===== src/rtl/keypad_pkg.sv =====
// keypad_pkg: scanner states and keypad decoding helpers
package keypad_pkg;
  typedef enum logic [1:0] {SCAN, DEBOUNCE, HELD, RELEASE} state_t;
  localparam logic [63:0] KEYMAP = 64'h123A_456B_789C_E0FD;
  // Row 0 / col 0 sits in the top nibble, so the bit offset is the inverted {row,col}.
  function automatic logic [3:0] keymap(input logic [1:0] row, input logic [1:0] col);
    return KEYMAP[{~row, ~col, 2'b00} +: 4];
  endfunction
  function automatic logic [1:0] lowest_low(input logic [3:0] v);
    return !v[0] ? 2'd0 : !v[1] ? 2'd1 : !v[2] ? 2'd2 : 2'd3;
  endfunction
  function automatic logic [1:0] col_idx(input logic [3:0] cols);
    return !cols[0] ? 2'd0 : !cols[1] ? 2'd1 : !cols[2] ? 2'd2 : 2'd3;
  endfunction
endpackage


===== src/rtl/keypad_scanner_sync_2ff.sv =====
// sync_2ff: two-flop synchronizer that resets to all-ones (idle keypad rows)
module sync_2ff #(
  parameter int W = 4
) (
  input  logic         clk,
  input  logic         rst,
  input  logic [W-1:0] d,
  output logic [W-1:0] q
);
  logic [W-1:0] meta_q;
  always_ff @(posedge clk or posedge rst) begin
    if (rst) begin
      meta_q <= '1;
      q      <= '1;
    end else begin
      meta_q <= d;
      q      <= meta_q;
    end
  end
endmodule


===== src/rtl/keypad_scanner.sv =====
// keypad_scanner: 4x4 matrix scan with press/release debounce and one-cycle key reports
module keypad_scanner
  import keypad_pkg::*;
#(
  parameter int SCAN_DIV     = 4096,
  parameter int DEBOUNCE_CNT = 50000
) (
  input  logic       Osc,
  input  logic       reset,
  input  logic [3:0] rows,
  output logic [3:0] cols,
  output logic [3:0] key,
  output logic       key_valid,
  output logic       key_held
);
  localparam int DW = $clog2(SCAN_DIV);
  localparam int CW = $clog2(DEBOUNCE_CNT);
  localparam logic [DW-1:0] DWELL_LAST = DW'(SCAN_DIV - 1);
  localparam logic [CW-1:0] CNT_LAST   = CW'(DEBOUNCE_CNT - 1);
  state_t        state_q, state_d;
  logic [DW-1:0] dwell_q, dwell_d;
  logic [CW-1:0] cnt_q, cnt_d;
  logic [1:0]    row_q, row_d;
  logic [3:0]    cols_q, cols_d, key_q, key_d, rs, next_cols;
  logic          valid_q, valid_d, held_q, held_d, row_hi;
  sync_2ff #(.W(4)) u_sync (.clk(Osc), .rst(reset), .d(rows), .q(rs));
  assign row_hi    = rs[row_q];
  assign next_cols = {cols_q[2:0], cols_q[3]};
  always_comb begin
    state_d = state_q;
    dwell_d = dwell_q;
    cnt_d   = cnt_q;
    row_d   = row_q;
    cols_d  = cols_q;
    key_d   = key_q;
    valid_d = 1'b0;
    held_d  = held_q;
    case (state_q)
      SCAN: begin
        // rows are only trusted on the last dwell cycle, once the synchronizer reflects this column
        dwell_d = (dwell_q == DWELL_LAST) ? '0 : dwell_q + DW'(1);
        if (dwell_q == DWELL_LAST && rs != 4'hF) begin
          state_d = DEBOUNCE;
          row_d   = lowest_low(rs);
          cnt_d   = '0;
        end else if (dwell_q == DWELL_LAST) cols_d = next_cols;
      end
      DEBOUNCE: begin
        if (row_hi) begin
          state_d = SCAN;
          cols_d  = next_cols;
        end else if (cnt_q == CNT_LAST) begin
          state_d = HELD;
          key_d   = keymap(row_q, col_idx(cols_q));
          valid_d = 1'b1;
          held_d  = 1'b1;
        end else cnt_d = cnt_q + CW'(1);
      end
      HELD: begin
        state_d = row_hi ? RELEASE : HELD;
        cnt_d   = row_hi ? '0 : cnt_q;
      end
      RELEASE: begin
        if (rs != 4'hF) cnt_d = '0;
        else if (cnt_q == CNT_LAST) begin
          state_d = SCAN;
          held_d  = 1'b0;
          cols_d  = next_cols;
        end else cnt_d = cnt_q + CW'(1);
      end
    endcase
  end
  always_ff @(posedge Osc or posedge reset) begin
    if (reset) begin
      state_q <= SCAN;
      dwell_q <= '0;
      cnt_q   <= '0;
      row_q   <= '0;
      cols_q  <= 4'b1110;
      key_q   <= '0;
      valid_q <= 1'b0;
      held_q  <= 1'b0;
    end else begin
      state_q <= state_d;
      dwell_q <= dwell_d;
      cnt_q   <= cnt_d;
      row_q   <= row_d;
      cols_q  <= cols_d;
      key_q   <= key_d;
      valid_q <= valid_d;
      held_q  <= held_d;
    end
  end
  assign cols      = cols_q;
  assign key       = key_q;
  assign key_valid = valid_q;
  assign key_held  = held_q;
endmodule

===== config.mk =====
export PLATFORM = sky130hd
export DESIGN_NAME = keypad_scanner
export DESIGN_NICKNAME = d
export VERILOG_FILES = /design/src/rtl/keypad_pkg.sv /design/src/rtl/keypad_scanner_sync_2ff.sv /design/src/rtl/keypad_scanner.sv
export SDC_FILE = /design/constraint.sdc
export NUM_CORES = 1
export LEC_CHECK = 0
export CORE_UTILIZATION = 45
export DETAILED_ROUTE_END_ITERATION = 7
export GPL_TIMING_DRIVEN = 0
export PLACE_DENSITY = 0.75
export SLEW_MARGIN = 20
export SYNTH_ARGS = -nofsm -noshare
export SYNTH_HDL_FRONTEND = slang
export SYNTH_SLANG_ARGS = --single-unit

===== constraint.sdc =====
create_clock -name Osc -period 5.2 [get_ports Osc]
set_input_delay 1.04 -clock Osc [delete_from_list [all_inputs] [get_ports Osc]]
set_output_delay 1.04 -clock Osc [all_outputs]
set_load 0.01 [all_outputs]

# Yosys cells after proc, flatten, opt, wreduce, memory -nomap -nowiden
# Cells that the tools add are included.
[totals]
register_bits = 50
input_bits = 6
[op_classes]
n_shift = 1
order_cmp = 1
mux = 36
n_reduce_logical = 10
add_sub_neg = 2
bitwise = 3
eq_ne = 16
[ops]
columns = ["cell", "count"]
rows = [
  ["two-way mux 16 bit", 5],
  ["case mux 16 bit (4 select lines)", 1],
  ["variable part select 64 x 7 -> 4 bit (first input constant)", 1],
  ["two-way mux 4 bit", 5],
  ["two-way mux 2 bit", 9],
  ["inequality test 2 bit (second input constant)", 9],
  ["adder 16 x 1 -> 16 bit (second input constant)", 1],
  ["== test 16 bit (second input constant)", 1],
  ["adder 12 x 1 -> 12 bit (second input constant)", 1],
  ["== test 12 bit (second input constant)", 1],
  ["two-way mux 12 bit", 1],
  ["case mux 4 bit (3 select lines)", 1],
  ["two-way mux 1 bit", 11],
  ["case mux 2 bit (4 select lines)", 1],
  ["AND reduction 3 bit", 2],
  ["AND reduction 6 bit", 1],
  ["AND reduction 5 bit", 1],
  ["== test 2 bit (second input constant)", 2],
  ["inequality test 4 bit (second input constant)", 1],
  ["inverter 2 bit", 2],
  ["AND reduction 4 bit", 1],
  ["< comparator 2 x 3 -> 1 bit (second input constant)", 1],
  ["inequality test 3 bit (second input constant)", 1],
  ["nonzero test 3 bit", 1],
  ["8 further kinds", 8],
]

# Depth between registers and ports, before layout
[logic_depth]
depth_word = 5
depth_mapped = 8
mapped_depth_nobuf = 8

# Hierarchy
# Synthesis repeated with hierarchy kept, for this count alone.
[hier_totals]
cells_unflattened = 253
area_unflattened_um2 = 2546.2
[by_module_without_submodules]
columns = ["mod", "seq_area_each_um2", "instances", "cells_each", "area_per_inst_um2"]
rows = [
  ["keypad_scanner", 1054.8, 1, 244, 2332.2],
  ["sync_2ff", 210.2, 1, 9, 214.0],
]

# Least setup slack after synthesis
# Ideal clock, no wire load.
[synth_path]
kind = "flip-flop to flip-flop"
from = "register cnt_q[7]"
to = "register cols_q[0] (netlist: cols[0])"
path_stages_with_launch = 6
required_ps = 5075
setup_slack_ps = 3107
synth_period_minus_slack_ps = 2093
n_path_buf = 0
arrival_ps = 1968
path_cell_list = "dfrtp_1 -> or4b_1 -> nor4_2 -> a31oi_1 -> o21ai_2 -> mux2_2"
[synth_via]
elab_chain_len = 3
[synth_lines]
columns = ["item", "line", "text"]
rows = [
  ["start: declaration", "keypad_scanner.sv:22", "logic [CW-1:0] cnt_q, cnt_d;"],
  ["start signal: assignment", "keypad_scanner.sv:86", "cnt_q <= cnt_d;"],
  ["== test 16 bit", "keypad_scanner.sv:65", "else if (cnt_q == CNT_LAST) begin"],
  ["inequality test 2 bit (no line)", "--", ""],
  ["AND reduction 6 bit (no line)", "--", ""],
  ["end signal: assignment", "keypad_scanner.sv:88", "cols_q <= cols_d;"],
  ["end: declaration", "keypad_scanner.sv:24", "logic [3:0] cols_q, cols_d, key_q, key_d, rs, next_cols;"],
]
# Every way passes these cells.
# A chain may end at the register's enable or synchronous reset.

# Final worst setup path
[layout_path]
from = "register cols_q[1] (netlist: cols[1])"
to = "output port cols[1]"
[layout_lines]
columns = ["item", "line", "text"]
rows = [
  ["end: declaration", "keypad_scanner.sv:11", "output logic [3:0] cols,"],
]
# No word-level cell between the ends.

==> results.md <==
- Dominant synthesized flop cell: dfrtp_1
- Worst EP required: 4.16 ns
- Total CTS buffers: 5
- Hold_sp: u_sync.meta_q[2]
- DR DRC count: 0
- EDFF count, synth: 0
- Worst-Margin Slew: 0.7766 ns
- First-pass GRT wire length: 8.687 mm
- Clock Sinks: 50
- Tmin final: 2.477 ns
- Final hold vios: 0
- Status: finished, final reports clean
- Hold Crit Depth: 0
- Hold Worst Slack: 0.3601 ns
- Element type at the critical path end: output pin
- Switching power: 140.4 uW
- Row count: 26
- Fin area: 0.002889 sq mm
- Syn_nets: 268
- Post-Route WL: 4.797 mm
- Setup Skew: 0.008248 ns
- Util after Layout: 54.82%
- Post-cts sizing count: 0
- Reg2reg path depth: 5
- DIE AREA: 0.005917 sq mm
- Crit path max-delay cell type: dfstp_2
- Met1 usage: 24.54%
- Layout net count: 291
- Number of library cell types mapped by synthesis: 43
- Cell Area, Synth: 0.002526 sq mm
- Hold buffers post-CTS: 0
- Met3 Usage GRT: 3.452%
- Cell-internal power: 523.0 uW
- 1st-pass router iterations: 4
- CP delay by family, top: flip-flops
- Sequential Power Share: 59.8%
- CTS root buf: clkbuf_8
- RR Endpoint: key[1]
- Max-cap violations: 0
- VDD IR max: 0.0001172 V
- I/O pin cnt: 16
- GRT Max-Usage Layer: met2
- CORE AREA: 0.005270 sq mm
- Critical path startpoint: cols[1]
- Worst-skew pair later-pin latency: 0.30 ns
- GRT Overall Usage: 18.43%
- Fillers: 480
- Routed length per instance: 13.71 microns
- Largest net degree at the start of global routing: 27
- Final-report max-slew violation count: 0
- Cells after synthesis: 256
- Crit-path cells: clkdlybuf4s50_1
- HPWL Detailed: 3.469 mm
- Vias in the first global route: 1893
- F_max: 403.7 MHz
- Flops & latches, synth: 50
- Comb pwr share: 2.5%
- CTS tree: built
- Crit path kind: flop to output pin
- CP max stage delay: 0.59 ns
- Crit Path Max Fanout: 6
- Starting Density: 47.93%
- Die Height: 76.93 microns
- Final ANT Viol Nets: 0
- Layout cells sized above 1: 13.57%
- Max H-tree Level: 2
- Placed Instance Area: 0.002784 sq mm
- Register area share after synthesis: 50.07%
- DR vias: 1976
- Worst min-delay path category: flop to flop
- Post-route clock period utilization: 47.64%
- Total global routing overflow: 0
- Gp weighted congestion: 0.8131
- Final setup viols: 0
- Area occupied by multi-input gates: 0.001181 sq mm
- DIE WIDTH: 76.93 microns
- Post-CTS Setup Inserts: 0
- Sw frac: 21.16%
- Worst reg-to-reg setup slack: 2.82 ns
- Storage cell area: 0.001265 sq mm
- TNS Setup: 0 ns
- Hold Path Sink: u_sync.q[2]
- Clock Power Share: 37.6%
- Post-DR vias/cell: 5.646
- Layout area overhead: 14.36%
- Reg2reg start: cnt_q[7]
- Slew HR: 47.83%
- CP Data Arrival Time: 1.44 ns
- Grt met2 use: 29.91%
- # diodes: 0
- Avg Inst Size Synth: 9.868 sq um
- PD cells: 229.6 mW/mm^2
- Clk buf depth: 2
- Leak: 1.225 nW
- Antenna violations before repair: 0
- Port Buffers: 15
- Ys async rst share: 100.0%
- Initial DRC Count: 141
- Clock transition at the registers of the reported paths: 0.09 ns
- RSZ-0062 raised after global routing: no
- CP Launch Type: flop
- Worst Path Buf+Inv: 1
- Warnings, synthesis: 0
- Critical Path Stages: 1
-- power by group through the flow --
stage	Clock [mW]	Sequential, mW	Combinational (mW)
final	0.250	0.397	0.0168
after global routing	0.273	0.397	0.0197
after CTS	0.259	0.397	0.0176
after detailed placement	0	0.404	0.0176
after global placement	0	0.404	0.0154
after floorplan	0	0.403	0.00901
-- layout by cell type (no fill, tap or decap), drive strengths merged, types with 8 or more instances in the layout --
cell and instances:
nand3 10, o21ai 21, dfrtp 39, a21oi 18, nor2 24, inv 8, o31ai 9, clkbuf 12
xor2 9, dfstp 11, clkdlybuf4s50 15, nand2 31
-- metal layers --
layer | up-vias | wire length (microns)
met5 | - | 0
met4 | 0 | 30
met3 | 4 | 197
met2 | 51 | 2246
met1 | 955 | 2323
li1 | 966 | -
-- synthesized netlist by cell type, drive strengths merged (2+ instances only) --
cell | instances | share of area, %
dfrtp | 39 | 39
dfstp | 11 | 11
o211ai | 2 | 0.59
a31oi | 3 | 0.74
o21ai | 21 | 4.3
or4bb | 2 | 0.89
nand2 | 31 | 4.6
clkbuf | 5 | 0.74
xor2 | 9 | 3.1
buf | 5 | 1.2
nor4 | 2 | 0.74
mux2 | 6 | 2.7
nand2b | 2 | 0.50
inv | 8 | 1.2
and4bb | 2 | 0.99
nand4 | 6 | 1.5
or3 | 3 | 0.74
and3 | 5 | 1.2
ha | 6 | 3.0
o31ai | 9 | 2.7
nand3 | 10 | 2.0
xnor2 | 3 | 1.0
mux2i | 4 | 1.6
or4 | 4 | 1.2
a21oi | 18 | 3.6
and4 | 3 | 1.0
nor3 | 2 | 0.40
nor2 | 24 | 3.6
-- registers in the layout, summed over array words and instances, names as in the netlist, named ones only --
name	count
cnt_q	16
dwell_q	12
cols	4
key	4
u_sync.meta_q	4
u_sync.q	4
row_q	2
key_held	1
key_valid	1
state_q	1
-- how the worst max path moves through the flow --
stage | endpoint | slack [ns]
final | cols[1] | 2.72
after global routing | key[1] | 2.63
after CTS | cols[1] | 2.70
after detailed placement | key[1] | 2.85
after global placement | cols[0] | 2.00
after floorplan | async pin | 2.98
-- final cells by class --
type / instances / share of cell area [%]
flip-flops and latches: 50 / 43.79
clock buffers: 7 / 3.335
well taps: 70 / 3.032
clock inverters: 1 / 0.3032
multi-input cells: 188 / 40.88
repair buffers: 16 / 5.890
inverters: 8 / 1.039
plain buffers: 10 / 1.732
-- cells by family after synthesis --
logic type | count (synthesis) | synth area share [%]
buffers and inverters | 18 | 3.170
AO/OA/AOI/OAI | 60 | 14.22
flip-flops | 50 | 50.07
adder cells (fa/ha/maj) | 6 | 2.972
multiplexers | 11 | 5.151
XOR/XNOR | 12 | 4.161
AND/OR/NAND/NOR | 99 | 20.26
-- through the flow --
step,power (mW),worst slack (ns),cells
5_1_grt,0.6903,2.629,350
6_report,0.6634,2.723,350
3_5_place_dp,0.4218,2.848,342
3_3_place_gp,0.4193,1.999,341
2_1_floorplan,0.4122,2.977,256
4_1_cts,0.6730,2.704,350
(Power assumes the default switching activity.)
==> patch 1, RTL diff (config.mk and constraints unchanged) <==
Register the input `rows` before use. The logic sees it one clock later. Comments in the files are not updated.
--- a/src/rtl/keypad_scanner.sv
+++ b/src/rtl/keypad_scanner.sv
@@ -17,13 +17,20 @@
   localparam int CW = $clog2(DEBOUNCE_CNT);
   localparam logic [DW-1:0] DWELL_LAST = DW'(SCAN_DIV - 1);
   localparam logic [CW-1:0] CNT_LAST   = CW'(DEBOUNCE_CNT - 1);
+
+  logic [3:0] rows_q;
+
+  always_ff @(posedge Osc) begin
+    rows_q <= rows;
+  end
+
   state_t        state_q, state_d;
   logic [DW-1:0] dwell_q, dwell_d;
   logic [CW-1:0] cnt_q, cnt_d;
   logic [1:0]    row_q, row_d;
   logic [3:0]    cols_q, cols_d, key_q, key_d, rs, next_cols;
   logic          valid_q, valid_d, held_q, held_d, row_hi;
-  sync_2ff #(.W(4)) u_sync (.clk(Osc), .rst(reset), .d(rows), .q(rs));
+  sync_2ff #(.W(4)) u_sync (.clk(Osc), .rst(reset), .d(rows_q), .q(rs));
   assign row_hi    = rs[row_q];
   assign next_cols = {cols_q[2:0], cols_q[3]};
   always_comb begin
Function: same outputs for any inputs over 10 cycles, from zero or initial values and one cycle with reset high; that may be too few to reach the edited logic, so the function may still have changed.
==> patch 1 against the original RTL <==
Critical path depth stayed put; synthesized area up 3.5%; final area is 3.2% higher; routed wire length is 5.2% lower; total power rose by 5.9%; sequential power is 8.1% higher; synthesized cell count unchanged; fmax up 0.84%; setup slack improved by 0.021 ns; sequential cell count rose by 4; non-clock buffer count is 1 lower.
==> patch 1: results (changes against the original RTL) <==
stage;metric;value;unit;change
logic_synthesis;ys_async_sr_fraction;0.926;;was 1.00
sta;max_slew_margin;0.502;;was 0.478
global_route;antenna_found_initial;0;;unchanged
clock_tree;htreeDepth;2;;unchanged
min_path;hold_start;rows_q[2];;was u_sync.meta_q[2]
route;wl_per_cell;12.9;µm;was 13.7 µm
run_status;outcome;finished clean;;unchanged
clock_tree;cts_setup_buffers;0;;unchanged
clock_tree;clk_pin_slew;0.09;ns;about the same
placed_design;hpwlAfterDp;3300;µm;was 3470 µm
global_route;grt_pass1_vias;1769;;was 1893
worst_setup_path;rr_worst_depth;5;;unchanged
layout;diodes;0;;unchanged
sta;final.setup_skew;0.0127;ns;was 0.00825 ns
worst_setup_path;crit_start;cols[1];;unchanged
logic_synthesis;synthTopCellsByArea;dfrtp_1 (37%), dfstp_2 (11%), o21ai_0 (4.2%), mux2_2 (3.4%), a21oi_1 (3.1%);;was dfrtp_1 (39%), dfstp_2 (11%), nand2_1 (4.6%), o21ai_0 (3.8%), a21oi_1 (3.6%)
route;drt_first_pass_iters;5;;was 4
clock_tree;cts_root_buf;clkbuf_8;;unchanged
global_route;grt_pass1_wl;8020;µm;was 8690 µm
layout;reg_top3;cnt_q: 16 flops, dwell_q: 12 flops;;unchanged
min_path;hold_path_class;register to register;;unchanged
min_path;holdPathStages;0;;unchanged
worst_setup_path;r2r-start;cnt_q[12];;was cnt_q[7]
worst_setup_path;worstSetupEndpoint;cols[1];;unchanged
route;drt-vias-per-instance;5.45;;was 5.65
placed_design;placed_area;2880;µm²;was 2780 µm²
worst_setup_path;crit_family;flip-flops;;unchanged
min_path;min_to;u_sync.meta_q[2];;was u_sync.q[2]
placed_design;port_buffers;15;;unchanged
power;p_leak;1.25;nW;was 1.23 nW
placed_design;finalWeightedCongestion;0.838;;was 0.813
worst_setup_path;slowest_stage;dfstp_2;;unchanged
logic_synthesis;synth_cell_types;50;;was 43
worst_setup_path;critPathMaxFanout;6;;unchanged
clock_tree;cts_resized;0;;unchanged
logic_synthesis;ys_seq_area_frac;0.514;;was 0.501
layout;nFillCells;502;;was 480
worst_setup_path;max_stage_delay;0.58;ns;
global_route;grt_max_degree;27;;unchanged
worst_setup_path;regToRegSetupSlack;3.02;ns;was 2.82 ns
clock_tree;clk_latency;0.30;ns;about the same
logic_synthesis;synth_commonest_cells;dfrtp_1 (39), o21ai_0 (22), nand2_1 (21), nor2_1 (19), a21oi_1 (16);;was dfrtp_1 (39), nand2_1 (31), nor2_1 (24), o21ai_0 (19), a21oi_1 (18)
power;ir_drop;0.177;mV;was 0.117 mV
worst_setup_path;r2r-end;cols[0];;was key[1]
route;drt_iter0_drc;123;;was 141
layout;drive_gt1_frac;0.146;;was 0.136
logic_synthesis;yosys_warnings;0;;unchanged
layout;final_nets;291;;unchanged
global_route;grt_util_all_layers;0.164;;was 0.184
clock_tree;cts_max_path_buffers;2;;unchanged
## patch 1: through the flow
| stage | cells | setup slack [ns] | utilization | hold WS [ns] | total power, W |
|---|---|---|---|---|---|
| floorplan | 256 | 2.98 | - | 0.284 | 0.000445 |
| global placement | 343 | 2.03 | 0.515 | 0.284 | 0.000451 |
| detailed placement | 344 | 3.03 | 0.519 | 0.287 | 0.000454 |
| CTS | 352 | 2.72 | 0.538 | 0.300 | 0.000713 |
| global route | 352 | 2.69 | 0.538 | 0.309 | 0.000731 |
| finish | 352 | 2.74 | 0.538 | 0.297 | 0.000703 |
## patch 1: where the power goes
group	total (W)	leakage (nW)	internal [W]	switching, W
registers	0.000429	0.679	0.000427	0.00000229
clock network	0.000258	0.0536	0.000125	0.000133
logic	0.0000157	0.520	0.00000608	0.00000960
## patch 1: routing by layer
metal | track usage | share of wire | routed length [µm] | vias to the layer above
met5 | 0 | 0 | 0 | -
met4 | 0.0519 | 0.0097 | 44 | 0
met3 | 0.0360 | 0.032 | 147 | 6
met2 | 0.246 | 0.45 | 2050 | 33
met1 | 0.236 | 0.51 | 2300 | 917
li1 | - | - | - | 961
## patch 1: cell families after synthesis
kind of cell	share of synthesized area
AO/OA/AOI/OAI	0.161
adder cells (fa/ha/maj)	0.0287
buffers and inverters	0.0340
AND/OR/NAND/NOR	0.175
multiplexers	0.0603
flip-flops	0.514
XOR/XNOR	0.0268
## patch 1: cell type report
cell class / instances / area share
Multi-Input combinational cell: 183 / 0.396
Timing Repair Buffer: 16 / 0.0571
Buffer: 9 / 0.0172
Tap cell: 72 / 0.0302
Clock buffer: 7 / 0.0327
Clock inverter: 1 / 0.00294
Sequential cell: 54 / 0.451
Inverter: 10 / 0.0126
==> patch 2, RTL diff (same settings) <==
Made on the original files. Change the parameter `DEBOUNCE_CNT` from 50000 to 12500.
--- a/src/rtl/keypad_scanner.sv
+++ b/src/rtl/keypad_scanner.sv
@@ -3,7 +3,7 @@
   import keypad_pkg::*;
 #(
   parameter int SCAN_DIV     = 4096,
-  parameter int DEBOUNCE_CNT = 50000
+  parameter int DEBOUNCE_CNT = 12500
 ) (
   input  logic       Osc,
   input  logic       reset,
Behaviour: same outputs for any inputs over 10 cycles, from zero or initial values and one cycle with reset high; that may be too few to reach the edited logic, so the function may still have changed.
==> patch 2 against the original RTL <==
Sequential power down 4%; critical path depth unchanged; critical endpoint unchanged; routed wire length down 4.5%; sequential cell count down 2; via count down 5.4%; final area down 4.2%; highest routed layer unchanged; count of clock-buffer cells in the layout down 1; total power down 4.8%; largest power group unchanged; setup slack better by 0.0089 ns; synthesized area down 4.5%.
==> patch 2: results (changes against the original RTL) <==
stage;metric;value;unit;change
layout;final_nets;280;;was 291
logic_synthesis;ys_async_sr_fraction;1.00;;unchanged
power;swShare;0.220;;was 0.212
logic_synthesis;synth_cell_types;42;;was 43
run_status;outcome;finished clean;;unchanged
global_route;grt_pass1_vias;1690;;was 1893
layout;largest_reg_flops;14;;was 16
global_route;grt_util_all_layers;0.184;;about the same
placed_design;place_inst;331;;was 342
power;ir_drop;0.162;mV;was 0.117 mV
route;drt-vias-per-instance;5.51;;was 5.65
sta;worst_slew_pin_slew;0.727;ns;was 0.777 ns
logic_synthesis;synthTopCellsByArea;dfrtp_1 (38%), dfstp_2 (12%), o21ai_0 (6.6%), nand4_1 (3.6%), nand2_1 (3.3%);;was dfrtp_1 (39%), dfstp_2 (11%), nand2_1 (4.6%), o21ai_0 (3.8%), a21oi_1 (3.6%)
sta;final.setup_skew;0.00479;ns;was 0.00825 ns
route;wirelength;4580;µm;was 4800 µm
placed_design;hpwlAfterDp;3200;µm;was 3470 µm
logic_synthesis;ys_seq_area_frac;0.503;;was 0.501
layout;regArea;1210;µm²;was 1260 µm²
route;drt_iter0_drc;96;;was 141
global_route;grt_max_degree;33;;was 27
placed_design;placed_area;2670;µm²;was 2780 µm²
layout;nFillCells;472;;was 480
placed_design;place_ws;3.05;ns;was 2.85 ns
layout;drive_gt1_frac;0.115;;was 0.136
power;power_frac_clock;0.372;;was 0.376
global_route;grt_pass1_wl;7790;µm;was 8690 µm
logic_synthesis;avgSynthCellArea;9.85;µm²;was 9.87 µm²
layout;layout.cells.non_filler;339;;was 350
power;p_leak;1.18;nW;was 1.23 nW
layout;reg_top3;cnt_q: 14 flops, dwell_q: 12 flops;;was cnt_q: 16 flops, dwell_q: 12 flops
power;finalPower;0.000632;W;was 0.000663 W
placed_design;finalWeightedCongestion;0.795;;was 0.813
logic_synthesis;synth_commonest_cells;dfrtp_1 (37), o21ai_0 (32), nand2_1 (21), nor2_1 (19), nand4_1 (14);;was dfrtp_1 (39), nand2_1 (31), nor2_1 (24), o21ai_0 (19), a21oi_1 (18)
[patch 2: changes by cell type in the layout (fill, tap and decap cells not counted), sizes merged, moves of 4 or more]
cell	change
nand4	+8
o31ai	-6
o21ai	+11
nor2	-5
a21oi	-6
xor2	-4
nand2	-10
[patch 2: final timing paths]
kind / start / endpoint / slack (ns) / depth (start not counted)
min in group asynchronous: reset / cols[0] / 1.02 / 2
worst min register to register: u_sync.meta_q[2] / u_sync.q[2] / 0.36 / 0
worst max register to register: dwell_q[0] / cols[0] / 3.02 / 6
worst min-delay path: u_sync.meta_q[2] / u_sync.q[2] / 0.36 / 0
worst max-delay path: cols[1] / cols[1] / 2.73 / 1
max in group asynchronous: reset / u_sync.q[3] / 3.63 / 3
[patch 2: logic make-up (layout without fill, tap and decap cells)]
| logic type | after synthesis | after routing | share of synthesized area |
|---|---|---|---|
| adder cells (fa/ha/maj) | 6 | 6 | 0.0311 |
| AO/OA/AOI/OAI | 60 | 60 | 0.143 |
| buffers and inverters | 19 | 43 | 0.0311 |
| AND/OR/NAND/NOR | 91 | 91 | 0.202 |
| flip-flops | 48 | 48 | 0.503 |
| multiplexers | 11 | 11 | 0.0534 |
| XOR/XNOR | 10 | 10 | 0.0363 |
[patch 2: routing by layer]
layer / share of wire / global-route usage
met2: 0.46 / 0.274
met5: 0 / 0
met1: 0.50 / 0.259
met4: 0.015 / 0.0720
met3: 0.034 / 0.0442
[patch 2: area by class of cell]
type	instances	share of cell area
buffer	8	0.0122
clock buffer	6	0.0298
clock inverter	2	0.00542
inverter	11	0.0149
multi-input combinational	178	0.406
sequential	48	0.439
tap	70	0.0316
timing repair buffer	16	0.0615
